`config.mk`:
```
export PLATFORM = sky130hd
export DESIGN_NAME = sp_ram_fifo_ctrl
export DESIGN_NICKNAME = d
export VERILOG_FILES = /design/src/rtl/sp_ram_fifo_ctrl.sv
export SDC_FILE = /design/constraint.sdc
export NUM_CORES = 1
export LEC_CHECK = 0
export ABC_AREA = 1
export ABC_CLOCK_PERIOD_IN_PS = 6400
export BUFFER_PORTS_ARGS = -buffer_cell sky130_fd_sc_hd__buf_2
export CORE_MARGIN = 4
export CORE_UTILIZATION = 54
export DETAILED_ROUTE_END_ITERATION = 6
export PLACE_DENSITY = 0.88
export SLEW_MARGIN = 30
export SYNTH_ARGS = -nofsm -noshare
export SYNTH_HDL_FRONTEND = slang
export SYNTH_SLANG_ARGS = --single-unit
```
`constraint.sdc`:
```
create_clock -name clk -period 6.4 [get_ports clk]
set_input_delay 1.28 -clock clk [delete_from_list [all_inputs] [get_ports clk]]
set_output_delay 1.28 -clock clk [all_outputs]
set_load 0.05 [all_outputs]
```
`src/rtl/sp_ram_fifo_ctrl.sv`:
```
// Byte FIFO controller in front of a single-port 256x8 block RAM.
// Push and pop share the one RAM port. When both sides want the port in the
// same cycle, it goes round-robin, and last_grant records who had it last.
// The RAM is in bypass read mode, so a read issued at one edge has its data
// on ram_dout in the following cycle. That is the cycle where pop_valid pulses.
module sp_ram_fifo_ctrl #(
    parameter int AW = 8,
    parameter int DW = 8
) (
    input  logic          clk,
    input  logic          reset,
    input  logic          clear,
    input  logic          push_valid,
    input  logic [DW-1:0] push_data,
    output logic          push_ready,
    input  logic          pop_req,
    output logic          pop_ready,
    output logic          pop_valid,
    output logic [DW-1:0] pop_data,
    output logic [AW:0]   count,
    output logic          empty,
    output logic          full,
    output logic          ram_ce,
    output logic          ram_oce,
    output logic          ram_wre,
    output logic [AW-1:0] ram_ad,
    output logic [DW-1:0] ram_din,
    input  logic [DW-1:0] ram_dout
);

    localparam logic [AW:0]   CNT_FULL = {1'b1, {AW{1'b0}}};
    localparam logic [AW:0]   CNT_ONE  = {{AW{1'b0}}, 1'b1};
    localparam logic [AW-1:0] PTR_ONE  = {{(AW-1){1'b0}}, 1'b1};

    logic [AW-1:0] wptr;
    logic [AW-1:0] rptr;
    logic          last_grant;    // 0 = push had the port last, 1 = pop
    logic          push_elig;
    logic          pop_elig;
    logic          push_want;
    logic          pop_want;
    logic          push_fire;
    logic          pop_fire;

    assign empty = (count == '0);
    assign full  = (count == CNT_FULL);

    // Neither side may reach the RAM while the controller is being flushed.
    assign push_elig = !full  && !reset && !clear;
    assign pop_elig  = !empty && !reset && !clear;
    assign push_want = push_valid && push_elig;
    assign pop_want  = pop_req    && pop_elig;

    // Under contention, the side opposite last_grant wins. Each ready is
    // built from the other side's request only, so a fire never loops back
    // into its own ready.
    assign push_ready = push_elig && (!pop_want  ||  last_grant);
    assign pop_ready  = pop_elig  && (!push_want || !last_grant);
    assign push_fire  = push_valid && push_ready;
    assign pop_fire   = pop_req    && pop_ready;

    assign ram_ce   = push_fire | pop_fire;
    assign ram_wre  = push_fire;
    assign ram_ad   = push_fire ? wptr : rptr;
    assign ram_din  = push_data;
    assign ram_oce  = 1'b1;
    assign pop_data = ram_dout;

    // Pointer, occupancy, arbitration history and read-valid pulse.
    always_ff @(posedge clk) begin
        if (reset) begin
            wptr       <= '0;
            rptr       <= '0;
            count      <= '0;
            last_grant <= 1'b1;
            pop_valid  <= 1'b0;
        end else if (clear) begin
            wptr       <= '0;
            rptr       <= '0;
            count      <= '0;
            pop_valid  <= 1'b0;
        end else begin
            pop_valid <= pop_fire;
            if (push_fire) begin
                wptr       <= wptr + PTR_ONE;
                count      <= count + CNT_ONE;
                last_grant <= 1'b0;
            end else if (pop_fire) begin
                rptr       <= rptr + PTR_ONE;
                count      <= count - CNT_ONE;
                last_grant <= 1'b1;
            end
        end
    end

endmodule
```
==> reports/metrics.yaml, run 1 <==
status: "complete, no violations"
rsz0062_at_grt: "no"
synth_area_leaders: "dfxtp_1, nand2_1, buf_4"
grtUsageTotal: 0.175
worstReg2RegStart: "count[0]$_SDFFE_PP0N_"
maxCapViolCount: 0
syn_nets: 289
n_fill_cell: 307
final_max_slew_viol_count: 0
period_needed_ns: 4.52
drt_iter0_markers: 101
worstMarginPinSlew_ns: 0.772
worstPathMaxFanout: 33
place_area_um2: 1840
worstPathRequired_ns: 5.12
core_area_um2: 3150
avgSynthCellArea_um2: 7.07
start_util: 0.578
die_w_um: 66.1
synth_top_family_by_area: "simple AND/OR/NAND/NOR gates"
yosysTopAreaCell: "dfxtp_1"
wl_per_cell_um: 11.4
ys_warn_count: 0
dp.cells: 307
nNetsFinal: 299
hpwl_um: 2630
drc: 0
place.gp.congestion: 0.909
path_class: "primary input to primary output"
ctsHoldBuffers: 0
synth_compound_area_frac: 0.128
grt_max_degree: 34
finalClockSkew_ns: 0.00629
diodes: 0
fin_area_um2: 1870
first_pass_iters: 4
crit_start: "reset"
clockBufferDepth: 2
multi_input_area_um2: 1010
holdCritStartpoint: "wptr[6]$_SDFFE_PP0P_"
async_reset_ff_frac: 0
syn_inst: 258
min_period_over_period: 0.706
cts_sinks: 27
fin_tns_setup_ns: 0
synth.mux.area_fraction: 0
synth_edf_count: 0
cellPowerDensity_nw_per_um2: 192
path_clk_slew_ns: 0.16
yosysSeqAreaShare: 0.296
area_growth_pct: 2.81
path_cells: "buf_2 -> nor2_2 -> nand4_4 -> inv_2 -> o21a_1 -> buf_2"
grt_pass1_wl_um: 6180
synth-xor-area-share: 0.0769
synthFlopType: "dfxtp_1"
gr-total-overflow: 0
worstSkewPairLatency_ns: 0.33
min_path_type: "register to register"
ys_ff_latch: 27
port_buffers: 28
grt_pass1_vias: 1414
synth_top_area_share: 0.296
cellLeakagePower_nw: 0.860
fmax_ghz: 0.221
yosys.area_share.simple: 0.275
peakVddDrop_v: 0.0000769
total_power_mw: 0.359
synthAdderAreaFrac: 0.0728
wl_met3_um: 198
fin_cells: 311
die_y_um: 66.1
cts_buffers: 3
crit_path_end_kind: "primary output"
worstPathArrival_ns: 3.24
vias_per_cell: 5.09
htreeDepth: 1
finalSetupViolCount: 0
post_cts_buffers: 0
wl_met2_um: 1580
cts-root-buf: "clkbuf_4"
postRouteWirelength_um: 3530
cts_tree: "done"
hold_viol_final: 0
via_count: 1583
cts_resized: 0
antenna_found_initial: 0
synth_cell_type_count: 32
fp-row-count: 20
m1WireLength_um: 1710
die-area_um2: 4370
cp-start-kind: "primary input"
drive_gt1_frac: 0.165
crit_path_top_delay_cell: "nor2_2"
postRouteAntennaNets: 0
critPathMaxStageDelay_ns: 0.61
ios: 62
maxSlewHeadroom: 0.485
highest_layer: "met4"
seq_area_um2: 541
cpMostUsedCell: "buf_2"
synth_area_um2: 1820
[metal layers]
metal,track usage,vias to the layer above
met5,0,-
met4,0.0660,0
met3,0.0204,8
met2,0.278,41
met1,0.241,704
li1,-,830
[kinds of logic (layout without fill, tap and decap cells)]
family / count (synthesis) / count (layout)
adder cells (fa/ha/maj): 10 / 10
XOR/XNOR: 16 / 16
AND/OR/NAND/NOR: 110 / 110
AO/OA/AOI/OAI: 45 / 45
flip-flops: 27 / 27
other: 1 / 1
buffers and inverters: 49 / 58
[final timing paths]
check | cells past startpoint | slack [ns] | to
max | 6 | 1.88 | ram_ad[0]
min reg2reg | 2 | 0.48 | wptr[6]$_SDFFE_PP0P_
max reg2reg | 15 | 3.53 | count[8]$_SDFFE_PP0N_
min | 2 | 0.48 | wptr[6]$_SDFFE_PP0P_
[critical path: cells and delay by family]
family                 cells  cell delay (ns)
AND/OR/NAND/NOR            2             1.09
buffers and inverters      3             0.71
AO/OA/AOI/OAI              1             0.14
[Yosys cell counts (all sizes together) (3+ instances only)]
| cell | count |
|---|---|
| nand2 | 57 |
| xnor2 | 4 |
| a21oi | 20 |
| buf | 21 |
| nand4 | 3 |
| nor2 | 32 |
| inv | 26 |
| nand3 | 11 |
| xor2 | 12 |
| nor3 | 4 |
| ha | 9 |
| dfxtp | 27 |
| o21ai | 23 |
[where the power goes]
group | total [mW] | switching, mW | internal (mW)
registers | 0.178 | 0.00502 | 0.173
logic | 0.104 | 0.0752 | 0.0289
clock network | 0.0772 | 0.0533 | 0.0239
total | 0.359 | 0.133 | 0.226
[final cells by class]
class | count | area share
flip-flops and latches | 27 | 0.288
inverters | 26 | 0.0521
multi-input cells | 182 | 0.539
well taps | 44 | 0.0294
repair buffers | 28 | 0.0748
clock inverters | 1 | 0.00401
clock buffers | 3 | 0.0120
[metrics by stage]
step | utilization | hold WS, ns | setup WS (ns)
after CTS | 0.594 | 0.482 | 1.88
after global routing | 0.594 | 0.507 | 1.71
after global placement | 0.585 | 0.454 | 1.94
after floorplan | - | 0.445 | 1.96
final | 0.594 | 0.477 | 1.88
after detailed placement | 0.585 | 0.462 | 1.88
[cell usage in the layout, fill, tap and decap left out, drive strengths merged, types with 3 or more instances in the layout]
| cell type | n |
|---|---|
| nand2 | 57 |
| nor2 | 32 |
| buf | 28 |
| dfxtp | 27 |
| inv | 26 |
| o21ai | 23 |
| a21oi | 20 |
| xor2 | 12 |
| nand3 | 11 |
| ha | 9 |
| nor3 | 4 |
| xnor2 | 4 |
| clkbuf | 3 |
| nand4 | 3 |
[registers in the layout, indices dropped and copies added, names as in the netlist]
name,flops
pop_valid,1
count,9
last_grant,1
rptr,8
wptr,8
Note: power is estimated with default switching activity, not from simulation.
==> run 2, diff against run 1 <==
- ABC_CLOCK_PERIOD_IN_PS: 6400 -> 4670
- CORE_UTILIZATION: 54 -> 50
- PLACE_DENSITY: 0.88 -> 0.83
- clock period: 6.4 -> 4.67 ns (I/O delays scaled with it)
==> run 2 against run 1 <==
Effect of this change:
- power rose by 37%
- die area rose by 7.0%
- critical path depth increased by 1
- first-iteration DRC count down 11%
- non-clock buffer count increased by 1
- design area rose by 0.53%
- sequential share of layout area decreased by 0.15 points
- clock skew grew 0.0013 ns
- sequential power rose by 37%
- global-route usage fell by 1.8 points
- critical endpoint unchanged
- largest cell class unchanged
==> reports/metrics.yaml, run 2 (synthesis gave the netlist of run 1 again) <==
status: "complete, no violations"  # unchanged
maxCapViolCount: 0  # unchanged
min_path_type: "register to register"  # unchanged
post_cts_buffers: 0  # unchanged
area_growth_pct: 3.36  # was 2.81%
clockBufferDepth: 2  # unchanged
place_area_um2: 1850  # was 1840 um^2
cts_sinks: 27  # unchanged
final_max_slew_viol_count: 0  # unchanged
wl_per_cell_um: 11.2  # was 11.4 um
cts_tree: "done"  # unchanged
die_w_um: 68.4  # was 66.1 um
fin_tns_setup_ns: 0  # unchanged
vias_per_cell: 5.02  # was 5.09
finalSetupViolCount: 0  # unchanged
via_count: 1576  # was 1583
total_power_mw: 0.492  # was 0.359 mW
largest_register_ffs: 9  # unchanged
die-area_um2: 4680  # was 4370 um^2
nNetsFinal: 300  # was 299
n_fill_cell: 341  # was 307
diodes: 0  # unchanged
first_pass_iters: 4  # unchanged
finalClockSkew_ns: 0.00763  # was 0.00629 ns
core_area_um2: 3420  # was 3150 um^2
hold_viol_final: 0  # unchanged
rrSetupSlack_ns: 1.81  # was 3.53 ns
final_common_cell: "nand2_1"  # unchanged
fin_hold_ws_ns: 0.484  # was 0.477 ns
peakVddDrop_v: 0.000105  # was 0.0000769 V
worstPathRequired_ns: 3.74  # was 5.12 ns
cellLeakagePower_nw: 0.865  # was 0.860 nW
place.gp.congestion: 0.825  # was 0.909
cts_resized: 0  # unchanged
final_cell_mix: "nand2_1, nor2_1, buf_2, dfxtp_1, inv_1"  # unchanged
hpwl_um: 2660  # was 2630 um
rsz0062_at_grt: "no"  # unchanged
drive_gt1_frac: 0.168  # was 0.165
worstSkewPairLatency_ns: 0.33  # about the same
reg.largest.list: "count (9), rptr (8), wptr (8)"  # unchanged
worstReg2RegStart: "count[0]$_SDFFE_PP0N_"  # unchanged
cts-root-buf: "clkbuf_4"  # unchanged
postRouteAntennaNets: 0  # unchanged
period_needed_ns: 3.45
ios: 62  # unchanged
gr-total-overflow: 0  # unchanged
grt_pass1_wl_um: 5800  # was 6180 um
cellPowerDensity_nw_per_um2: 261  # was 192 nW/um^2
path_clk_slew_ns: 0.16  # about the same
antenna_found_initial: 0  # unchanged
dp.cells: 310  # was 307
ff2ff_path_depth: 14  # was 15
path_class: "primary input to primary output"  # unchanged
drc: 0  # unchanged
holdPathEnd: "wptr[6]$_SDFFE_PP0P_"  # unchanged
grtUsageTotal: 0.157  # was 0.175
fin_cells: 314  # was 311
ctsHoldBuffers: 0  # unchanged
hold_depth: 2  # unchanged
grt_pass1_vias: 1389  # was 1414
min_period_over_period: 0.739
holdCritStartpoint: "wptr[6]$_SDFFE_PP0P_"  # unchanged
cp-start-kind: "primary input"  # unchanged
start_util: 0.534  # was 0.578
crit_path_end_kind: "primary output"  # unchanged
regMostFlops: "count"  # unchanged
postRouteWirelength_um: 3520  # was 3530 um
cts_buffers: 3  # unchanged
grt_max_degree: 34  # unchanged
die_y_um: 68.4  # was 66.1 um
worstPathArrival_ns: 2.52  # was 3.24 ns
fin_area_um2: 1880  # was 1870 um^2
port_buffers: 28  # unchanged
htreeDepth: 1  # unchanged
drt_iter0_markers: 90  # was 101
worstPathMaxFanout: 33  # unchanged
fmax_ghz: 0.290
reg2reg_to: "count[8]$_SDFFE_PP0N_"  # unchanged
fp-row-count: 21  # was 20
## run 2: changes by cell type in the layout (fill, tap and decap cells not counted), sizes merged
cell / before / now
buf: 28 / 29
## run 2: worst max path at each step
stage           from   endpoint  slack (ns)  depth (start not counted)
6_report       reset  ram_ad[0]        1.22                          7
3_5_place_dp   reset  ram_ad[0]        1.23                          7
2_1_floorplan  reset  ram_ad[1]        0.92                          4
4_1_cts        reset  ram_ad[0]        1.23                          7
5_1_grt        reset  ram_ad[0]        1.09                          7
3_3_place_gp   reset  ram_ad[0]        1.25                          7
## run 2: per-layer routing
metal  vias up  routed length [um]  share of wire  GRT usage
met1       699                1600           0.45      0.206
met3         6                 245          0.070     0.0213
li1        831                   -              -          -
met2        40                1630           0.46      0.259
met4         0                  47          0.013     0.0571
met5         -                   0              0          0
## run 2: layout make-up
type                    instances  area [um^2]  area share
clock buffers                   3         22.5      0.0120
clock inverters                 1         7.51     0.00398
inverters                      26         97.6      0.0518
multi-input cells             182         1010       0.537
flip-flops and latches         27          541       0.287
well taps                      46         57.6      0.0305
repair buffers                 29          148      0.0784
## run 2: worst max-delay path, stage by stage
cell and delay (ns):
buf_2 0.11, nor2_2 0.10, buf_4 0.24, nand4_4 0.41
inv_2 0.33, o21a_1 0.13, buf_2 0.25
## run 2: through the flow
| step | setup slack, ns | util |
|---|---|---|
| final | 1.22 | 0.552 |
| after global routing | 1.09 | 0.552 |
| after CTS | 1.23 | 0.552 |
| after detailed placement | 1.23 | 0.543 |
| after global placement | 1.25 | 0.543 |
| after floorplan | 0.921 | - |
## run 2: power breakdown
group          internal (mW)  leakage (nW)  switching [mW]
logic                 0.0401         0.633           0.102
clock network         0.0327        0.0139          0.0732
registers              0.237         0.219         0.00701
total                  0.310         0.865           0.183
